## src/rtl/mux2_arbiter.sv

```systemverilog
`default_nettype none
// ============================================================================
// Module      : mux2_arbiter
// Description : Two-requester round-robin arbiter owning a 2:1 one-bit mux
//               select, with a one-cycle guard gap on every ownership change
//               and a registered, valid-qualified data output.
//               Optional hold timeout enabled by `define MUX2_ARB_TIMEOUT_EN.
// Revision    : 1.0 - initial release
// ============================================================================
module mux2_arbiter #(
    parameter int HOLD_MAX = 8,
    parameter int CNT_W    = 4
) (
    input  logic sys_clk,
    input  logic sys_rst,
    input  logic req_1,
    input  logic req_2,
    input  logic in_1,
    input  logic in_2,
    output logic grant_1,
    output logic grant_2,
    output logic select,
    output logic out,
    output logic out_valid
);

    typedef enum logic [1:0] {
        IDLE  = 2'd0,
        GNT_1 = 2'd1,
        GNT_2 = 2'd2,
        GUARD = 2'd3
    } state_t;

    state_t     state;
    state_t     next_state;
    state_t     pick;
    logic [1:0] last;
    logic       timeout;

    if (HOLD_MAX < 2 || HOLD_MAX > 15 || (2 ** CNT_W) <= HOLD_MAX) begin : g_param_check
        $error("mux2_arbiter: HOLD_MAX must be 2..15 and fit in CNT_W bits");
    end

`ifdef MUX2_ARB_TIMEOUT_EN
    localparam logic [CNT_W-1:0] HOLD_LAST = CNT_W'(HOLD_MAX - 1);

    logic [CNT_W-1:0] hold_cnt;

    // Counter restarts on every grant entry and saturates once the owner has
    // used its full contended allowance.
    always_ff @(posedge sys_clk or posedge sys_rst) begin
        if (sys_rst) begin
            hold_cnt <= '0;
        end else if ((next_state == GNT_1 && state != GNT_1) ||
                     (next_state == GNT_2 && state != GNT_2)) begin
            hold_cnt <= '0;
        end else if ((state == GNT_1 || state == GNT_2) && hold_cnt != HOLD_LAST) begin
            hold_cnt <= hold_cnt + CNT_W'(1);
        end
    end

    assign timeout = (hold_cnt == HOLD_LAST);
`else
    assign timeout = 1'b0;
`endif

    always_comb begin
        pick       = IDLE;
        next_state = state;

        if (req_1 && req_2) begin
            pick = (last == 2'd2) ? GNT_1 : GNT_2;
        end else if (req_1) begin
            pick = GNT_1;
        end else if (req_2) begin
            pick = GNT_2;
        end

        case (state)
            IDLE, GUARD: begin
                next_state = pick;
            end
            GNT_1: begin
                if (req_1 && !(timeout && req_2)) begin
                    next_state = GNT_1;
                end else if (req_2) begin
                    next_state = GUARD;
                end else begin
                    next_state = IDLE;
                end
            end
            GNT_2: begin
                if (req_2 && !(timeout && req_1)) begin
                    next_state = GNT_2;
                end else if (req_1) begin
                    next_state = GUARD;
                end else begin
                    next_state = IDLE;
                end
            end
            default: begin
                next_state = IDLE;
            end
        endcase
    end

    always_ff @(posedge sys_clk or posedge sys_rst) begin
        if (sys_rst) begin
            state <= IDLE;
        end else begin
            state <= next_state;
        end
    end

    // Grants and select are decoded from the next state so they line up
    // with the state register; data uses the grants already on the outputs.
    always_ff @(posedge sys_clk or posedge sys_rst) begin
        if (sys_rst) begin
            grant_1   <= 1'b0;
            grant_2   <= 1'b0;
            select    <= 1'b0;
            last      <= 2'd2;
            out       <= 1'b0;
            out_valid <= 1'b0;
        end else begin
            grant_1 <= (next_state == GNT_1);
            grant_2 <= (next_state == GNT_2);

            if (next_state == GNT_1) begin
                select <= 1'b1;
                last   <= 2'd1;
            end else if (next_state == GNT_2) begin
                select <= 1'b0;
                last   <= 2'd2;
            end

            if (grant_1) begin
                out <= in_1;
            end else if (grant_2) begin
                out <= in_2;
            end
            out_valid <= grant_1 | grant_2;
        end
    end

endmodule
`default_nettype wire

```

## config.mk

```make
export PLATFORM = sky130hd
export DESIGN_NAME = mux2_arbiter
export DESIGN_NICKNAME = d
export VERILOG_FILES = /design/src/rtl/mux2_arbiter.sv
export SDC_FILE = /design/constraint.sdc
export NUM_CORES = 1
export LEC_CHECK = 0
export ABC_AREA = 1
export CAP_MARGIN = 15
export CORE_AREA = 2 2 39 41
export CTS_BUF_LIST = sky130_fd_sc_hd__clkbuf_2
export DETAILED_ROUTE_END_ITERATION = 10
export DIE_AREA = 0 0 41 43
export GPL_TIMING_DRIVEN = 0
export SLEW_MARGIN = 25
export SYNTH_ARGS = -nofsm -noshare
export SYNTH_HDL_FRONTEND = slang
export SYNTH_SLANG_ARGS = --single-unit
```

## constraint.sdc

```tcl
create_clock -name sys_clk -period 4.05 [get_ports sys_clk]
set_clock_uncertainty 0.05 [all_clocks]
set_input_delay 0.405 -clock sys_clk [delete_from_list [all_inputs] [get_ports sys_clk]]
set_output_delay 0.405 -clock sys_clk [all_outputs]
set_load 0.01 [all_outputs]
```

* After elaboration in Yosys (flattened, before gate mapping)
Index checks and enable logic that the tools add are counted.
Storage, ports and cells: register bits after elaboration 9, bits of input ports 6, output and inout port bits 5, word-level logic and storage cells 34
Operators by class: eq/ne operators 6, multiplexer cells 15, bitwise logic cells 1, reduce and logical (&&, ||, !) cells 5
Operator list (number):
- two-way mux 2 bit | 10
- equality test 2 bit (second input constant) | 4
- one-hot mux 2 bit (3 select lines) | 1
- equality test 2 x 1 -> 1 bit (second input constant) | 2
- two-way mux 1 bit | 4
- nonzero test 2 bit | 2
- logical NOT 2 bit | 1
- OR reduction 2 bit | 1
- logical AND 1 bit | 1
- OR 1 bit | 1

* Depth between registers and ports, before layout
Gate-level depths: netlist (run 1).
depth after elaboration 7, mapped depth 10, depth with buffers taken out 10

* Worst setup path after synthesis (run 1)
No wires, ideal clock.
path kind reg-to-reg, start point register state[0], end point register last[0], arrival 1.423 ns, setup slack 2.455 ns, stages on the path, launching flop included 10, cells stage by stage dfrtp_1 inv_1 ha_1 nor2_2 nand2_1 nand2_2 inv_1 ha_1 nor2_1 a21oi_1
Between the ends: word-level cells in the longest chain between the ends 5, elaborated cells on any way between the ends 10, those cells by class eq/ne (5); mux (2); reduce/logical (3)
Ends and longest elaborated chain:
- from (decl) | RTL line 34 | state_t state;
- from (signal assigned) | RTL line 111 | state <= next_state;
- equality test 2 bit or logical NOT 2 bit (tied branches) | RTL line 79 | case (state)
- OR reduction 2 bit | RTL line 79
- one-hot mux 2 bit (3 select lines) (*) | RTL line 79
- named net next_state[1] | RTL line 35 | state_t next_state;
- equality test 2 x 1 -> 1 bit or equality test 2 bit (tied branches) | RTL line 129, 132
- two-way mux 2 bit or nonzero test 2 bit (tied branches)
- to (signal assigned) | RTL line 122 | last <= 2'd2;
- to (signal assigned) | RTL line 131 | last <= 2'd1;
- to (signal assigned) | RTL line 134 | last <= 2'd2;
- to (decl) | RTL line 37 | logic [1:0] last;
The timed path passes the listed nets; every way through them passes the cells marked *. A chain may end at the register's enable or synchronous reset.

* Worst setup path in the final report (run 1)
start point input req_1, end point register last[0]
Between the ends: word-level cells in the longest chain between the ends 5, elaborated cells on any way between the ends 11, those cells by class eq/ne (2); mux (7); reduce/logical (2)
Ends and longest elaborated chain:
- from (decl) | RTL line 16 | input logic req_1,
- two-way mux 2 bit, or another cell as far along | RTL line 95 | end else if (req_1) begin
- two-way mux 2 bit (on tied branches) | RTL line 93, 71
- one-hot mux 2 bit (3 select lines) (*) | RTL line 79
- named net next_state[1] | RTL line 35
- equality test 2 x 1 -> 1 bit or equality test 2 bit (tied branches) | RTL line 129, 132
- two-way mux 2 bit or nonzero test 2 bit (tied branches)
Marks and branches as above.

==> impl_metrics.toml, run 1 <==
[place]
dp_cells = 79
gp_congestion = 0.6438
post-dp-hpwl_um = 592.8
io_buffers = 10

[sta]
fmax_ghz = 0.5808
final.period_utilization = 0.4252
worstMarginPinSlew_ns = 0.2850
tns_ns = 0
min_period_ns = 1.722
rsz0062_at_grt = "no"
hold_viol_final = 0
setup_viol = 0
hold_ws_ns = 0.3412
max_slew_margin = 0.8098
drv_slew = 0

[grt]
grt_pass1_vias = 268
grt_antenna_before_repair = 0
grt_max_degree = 9
gr-total-overflow = 0
grt_use_total = 0.1086
grt_pass1_wl_mm = 1.138

[floorplanning]
dieArea_sq_um = 1763
fp.dieW_um = 41
fp.coreArea_sq_um = 1384
design.portCount = 11
initial_utilization = 0.3156
die_h_um = 43
rows = 14

[finish]
finalNetCount = 79
fin_cells = 83
num_antenna_cells = 0
area_delta_synth_final_pct = 32.09
final_common_cell = "nand2_1"
layout_common_cells = "16 x nand2_1, 11 x inv_1, 10 x clkdlybuf4s50_1"
drive_gt1_frac = 0.1642
final_util = 0.4168

[cts]
htree_levels = 1
cts_resized = 0
cts.sinks = 8
root_buffer = "clkbuf_2"
cts_buffers = 3
post_cts_buffers = 0
cts-hold-fix-buffers = 0
cts.clk_slew.worst_paths_ns = 0.08
clock_latency_ns = 0.24
cts_tree = "built"
ctsLongestPathBuffers = 2

[routing]
wirelength_um = 679
drc = 0
vias = 343
detail_route.first_pass.iterations = 4
antenna_left = 0
vias_per_cell = 4.133
detail_route.wl_per_cell_um = 8.181
drtIter0Drc = 5

[setup_path]
cp-end-kind = "register"
critical_path.slowest_cell = "clkdlybuf4s50_1"
r2r_slack_ns = 2.33
crit_path_max_incr_delay_ns = 0.53
crit_chain = "clkdlybuf4s50_1 -> nor2_1 -> nor2_2 -> nand2_1 -> nand2_2 -> inv_1 -> ha_1 -> nor2_1 -> a21oi_1"
worstSetupStartpointType = "primary input"
crit_top_cell = "nor2_1"
crit_type = "primary input to register"
cp.arrival_ns = 1.79
crit_fanout = 4
required_ns = 4.12

[logic_synthesis]
syn_inst = 53
syn_area_sq_um = 436.7
syn-mean-instance-area_sq_um = 8.239
synth.yosys.warnings = 0
synth_seq_cells = 8
syn_nets = 64
seq_area_frac_synth = 0.4613
ys_types = 14

[pwr]
worst_ir_drop_vdd_mv = 0.3268
p_per_area_nw_per_um2 = 745.7
p_leak_nw = 0.3212

[flow_run]
drv_cap = 0

[hold_path]
hp-class = "primary input to async pin"

[outcome]
outcome = "finished, final reports clean"
## cell usage after synthesis
cell type / instances / area (sq um)
a21oi_1: 1 / 5.000
dfrtp_1: 7 / 175.2
dfstp_2: 1 / 26.28
ha_1: 5 / 62.56
inv_1: 11 / 41.29
inv_2: 2 / 7.510
nand2_1: 16 / 60.06
nand2_2: 2 / 12.51
nand2_4: 1 / 11.26
nand3_1: 1 / 5.000
nor2_1: 3 / 11.26
nor2_2: 1 / 6.260
o211ai_1: 1 / 7.510
o21ai_1: 1 / 5.000
## stage by stage
step	instance area [sq um]	power, W	setup WS, ns
after floorplan	436.7	0.0003065	2.455
after global placement	556.8	0.0003806	2.092
after detailed placement	556.8	0.0003857	2.077
after CTS	576.8	0.0004420	2.307
after global routing	576.8	0.0004834	2.206
final	576.8	0.0004301	2.328
## registers in the layout, indices dropped and copies added (netlist names)
signal	cells
grant_2	1
state	2
grant_1	1
out	1
out_valid	1
last	2
## cell type report
cell class                      count  area, sq um
Sequential cell                     8        201.4
Inverter                           13        48.80
Clock buffer                        4        20.02
Tap cell                           16        20.02
Timing Repair Buffer               10        100.1
Multi-Input combinational cell     32        186.4
Fill cell                         151        807.0
## worst max-delay path, delay by kind of cell
kind | cells | cell delay [ns]
AND/OR/NAND/NOR | 5 | 0.41
buffers and inverters | 2 | 0.59
adder cells (fa/ha/maj) | 1 | 0.33
AO/OA/AOI/OAI | 1 | 0.04
## path summary, 6_finish.rpt
kind / endpoint / from / cells past startpoint
setup / recovery: last[0] / req_1 / 9
hold / removal: state[1] / sys_rst / 2
setup reg to reg: last[0] / state[0] / 9
hold reg to reg: last[1] / last[1] / 2
max in group asynchronous: last[1] / sys_rst / 2
min in group sys_clk: last[1] / last[1] / 2
## cells by family after synthesis
group,Yosys count,synth area share
adders and majority gates,5,0.1433
AOI/OAI and AO/OA,3,0.04010
buffers and inverters,13,0.1118
and+or+nand+nor,24,0.2435
DFF,8,0.4613
## per-layer routing
metal	track usage	routed length, um
met5	0	0
met4	0.1200	34
met3	0.06283	33
met2	0.1344	323
met1	0.1133	288
## power breakdown
part           total (W)  internal, W  switching [W]
clock network  0.0000533    0.0000262      0.0000271
registers       0.000143     0.000123      0.0000201
logic           0.000234     0.000110       0.000124
(Power assumes the default switching activity.)
==> inputs of run 2 (changes only) <==
==> constraint.sdc (replaced) <==
create_clock -name sys_clk -period 1.4 [get_ports sys_clk]
set_clock_uncertainty 0.05 [all_clocks]
set_input_delay 0.14 -clock sys_clk [delete_from_list [all_inputs] [get_ports sys_clk]]
set_output_delay 0.14 -clock sys_clk [all_outputs]
set_load 0.01 [all_outputs]
==> run 2 against run 1 <==
The flow now finishes with violations (negative setup slack). Register-to-register slack got worse by 2.4 ns. Cell count is 2.4% higher. Worst setup slack got worse by 2.4 ns. Global-route usage rose by 1.6 points. Clock-buffer cell count unchanged. Sequential power rose to 3.0 times the previous value. Sequential cell count stayed put.
==> impl_metrics.toml, run 2 (synthesis gave the netlist of run 1 again) <==
[routing]
detail_route.first_pass.iterations = 3
wirelength_um = 866
drtIter0Drc = 3
antenna_left = 0
vias_per_cell = 4.176
vias = 355
drc = 0
detail_route.wl_per_cell_um = 10.19

[cts]
ctsLongestPathBuffers = 2
cts_buffers = 3
cts_tree = "built"
cts.clk_slew.worst_paths_ns = 0.08
cts-hold-fix-buffers = 0
cts.sinks = 8
htree_levels = 1
root_buffer = "clkbuf_2"
clock_latency_ns = 0.24

[sta]
fmax_ghz = 0.6634
hold_ws_ns = 0.08357
worstMarginPinSlew_ns = 0.2931
setup_viol = 2
min_period_ns = 1.507
final.period_utilization = 1.077
drv_slew = 0
rsz0062_at_grt = "yes"
max_slew_margin = 0.8044
setup_ws_ns = -0.1073
hold_viol_final = 0

[setup_path]
cp.depth = 9
crit_type = "register to register"
path_delay_family = "adder cells"
crit_fanout = 4
critical_path.slowest_cell = "dfrtp_1"
crit_top_cell = "nand2_2"
crit_chain = "ha_4 -> nand2_2 -> inv_2 -> nand2_2 -> nand2_2 -> inv_2 -> ha_4 -> nor2_1 -> a21oi_1"
cp-end-kind = "register"
r2r_slack_ns = -0.11
crit_buf_inv = 2
crit_path_max_incr_delay_ns = 0.41
rr_worst_depth = 9
required_ns = 1.52
cp.arrival_ns = 1.63
r2r-start = "state[1]"
worstSetupStartpointType = "register"
crit_path_start = "state[1]"

[place]
post-dp-hpwl_um = 625.1
io_buffers = 10
gp_congestion = 0.6236
dp_slack_ns = -0.2440

[grt]
grt_max_degree = 9
grt_antenna_before_repair = 0
grt_pass1_wl_mm = 1.324
gr-max-usage-layer = "met2"
grt_util_met2 = 0.1688
grt_use_total = 0.1247
grtUsageMet1 = 0.1395
gr-total-overflow = 0
met3_usage = 0.06283
grt_pass1_vias = 323

[pwr]
worst_ir_drop_vdd_mv = 1.213
p_leak_nw = 0.3581
p_per_area_nw_per_um2 = 2283

[finish]
area_delta_synth_final_pct = 50.43
num_antenna_cells = 0
finalNetCount = 81
top_regs = "last (2), state (2)"
final_util = 0.4747
drive_gt1_frac = 0.3623
layout_common_cells = "13 x nand2_1, 8 x clkdlybuf4s50_1, 7 x inv_1, 7 x dfrtp_1, 6 x inv_2"
final_common_cell = "nand2_1"

[floorplanning]
design.portCount = 11
rows = 14
dieArea_sq_um = 1763
die_h_um = 43
fp.dieW_um = 41
initial_utilization = 0.3156
fp.coreArea_sq_um = 1384

[hold_path]
hp-class = "primary input to async pin"

[outcome]
violations = "negative setup slack"
outcome = "finished with violations"

[flow_run]
drv_cap = 0
==> run 2: where the power goes <==
group          internal, W  switching [W]  leakage, nW
Clock            0.0000760      0.0000801       0.0166
Sequential        0.000355      0.0000685       0.0986
Combinational     0.000449       0.000470        0.243
==> run 2: path summary, 6_finish.rpt <==
path | end
worst max-delay path | last[0]
worst min-delay path | out
worst max register to register | last[0]
worst min register to register | last[1]
max in group asynchronous | last[1]
min in group sys_clk | out
==> run 2: stage by stage <==
stage	power [W]	area (sq um)	std cells	TNS [ns]
after floorplan	0.0009866	466.7	53	-0.02981
after global placement	0.001226	586.8	79	-0.5246
after detailed placement	0.001250	586.8	79	-0.5676
after CTS	0.001446	614.3	84	-0.2108
after global routing	0.001644	656.9	85	-0.3774
final	0.001500	656.9	85	-0.1848
==> run 2: layout make-up <==
type | instances | area, sq um
flip-flops and latches | 8 | 201.4
clock buffers | 4 | 20.02
multi-input cells | 32 | 246.5
inverters | 13 | 48.80
well taps | 16 | 20.02
repair buffers | 12 | 120.1
fillers | 138 | 726.9
==> run 2: layer usage <==
| layer | up-vias | share of wire |
|---|---|---|
| li1 | 186 | - |
| met1 | 159 | 0.39 |
| met2 | 8 | 0.55 |
| met3 | 2 | 0.039 |
| met4 | 0 | 0.023 |
| met5 | - | 0 |
==> run 2: repair_timing <==
item	CTS	global route
pin swaps	5	7
resized for setup	0	11
setup buffers	1	2
gates cloned	0	0
endpoints found under the setup margin	2	6
==> inputs of run 3 (changes only) <==
--- a/config.mk
+++ b/config.mk
@@ -16,3 +16,4 @@
 export SYNTH_ARGS = -nofsm -noshare
 export SYNTH_HDL_FRONTEND = slang
 export SYNTH_SLANG_ARGS = --single-unit
+export TNS_END_PERCENT = 100
==> results of run 3 <==
The final DEF is identical to that of run 2; final timing and power are the same.
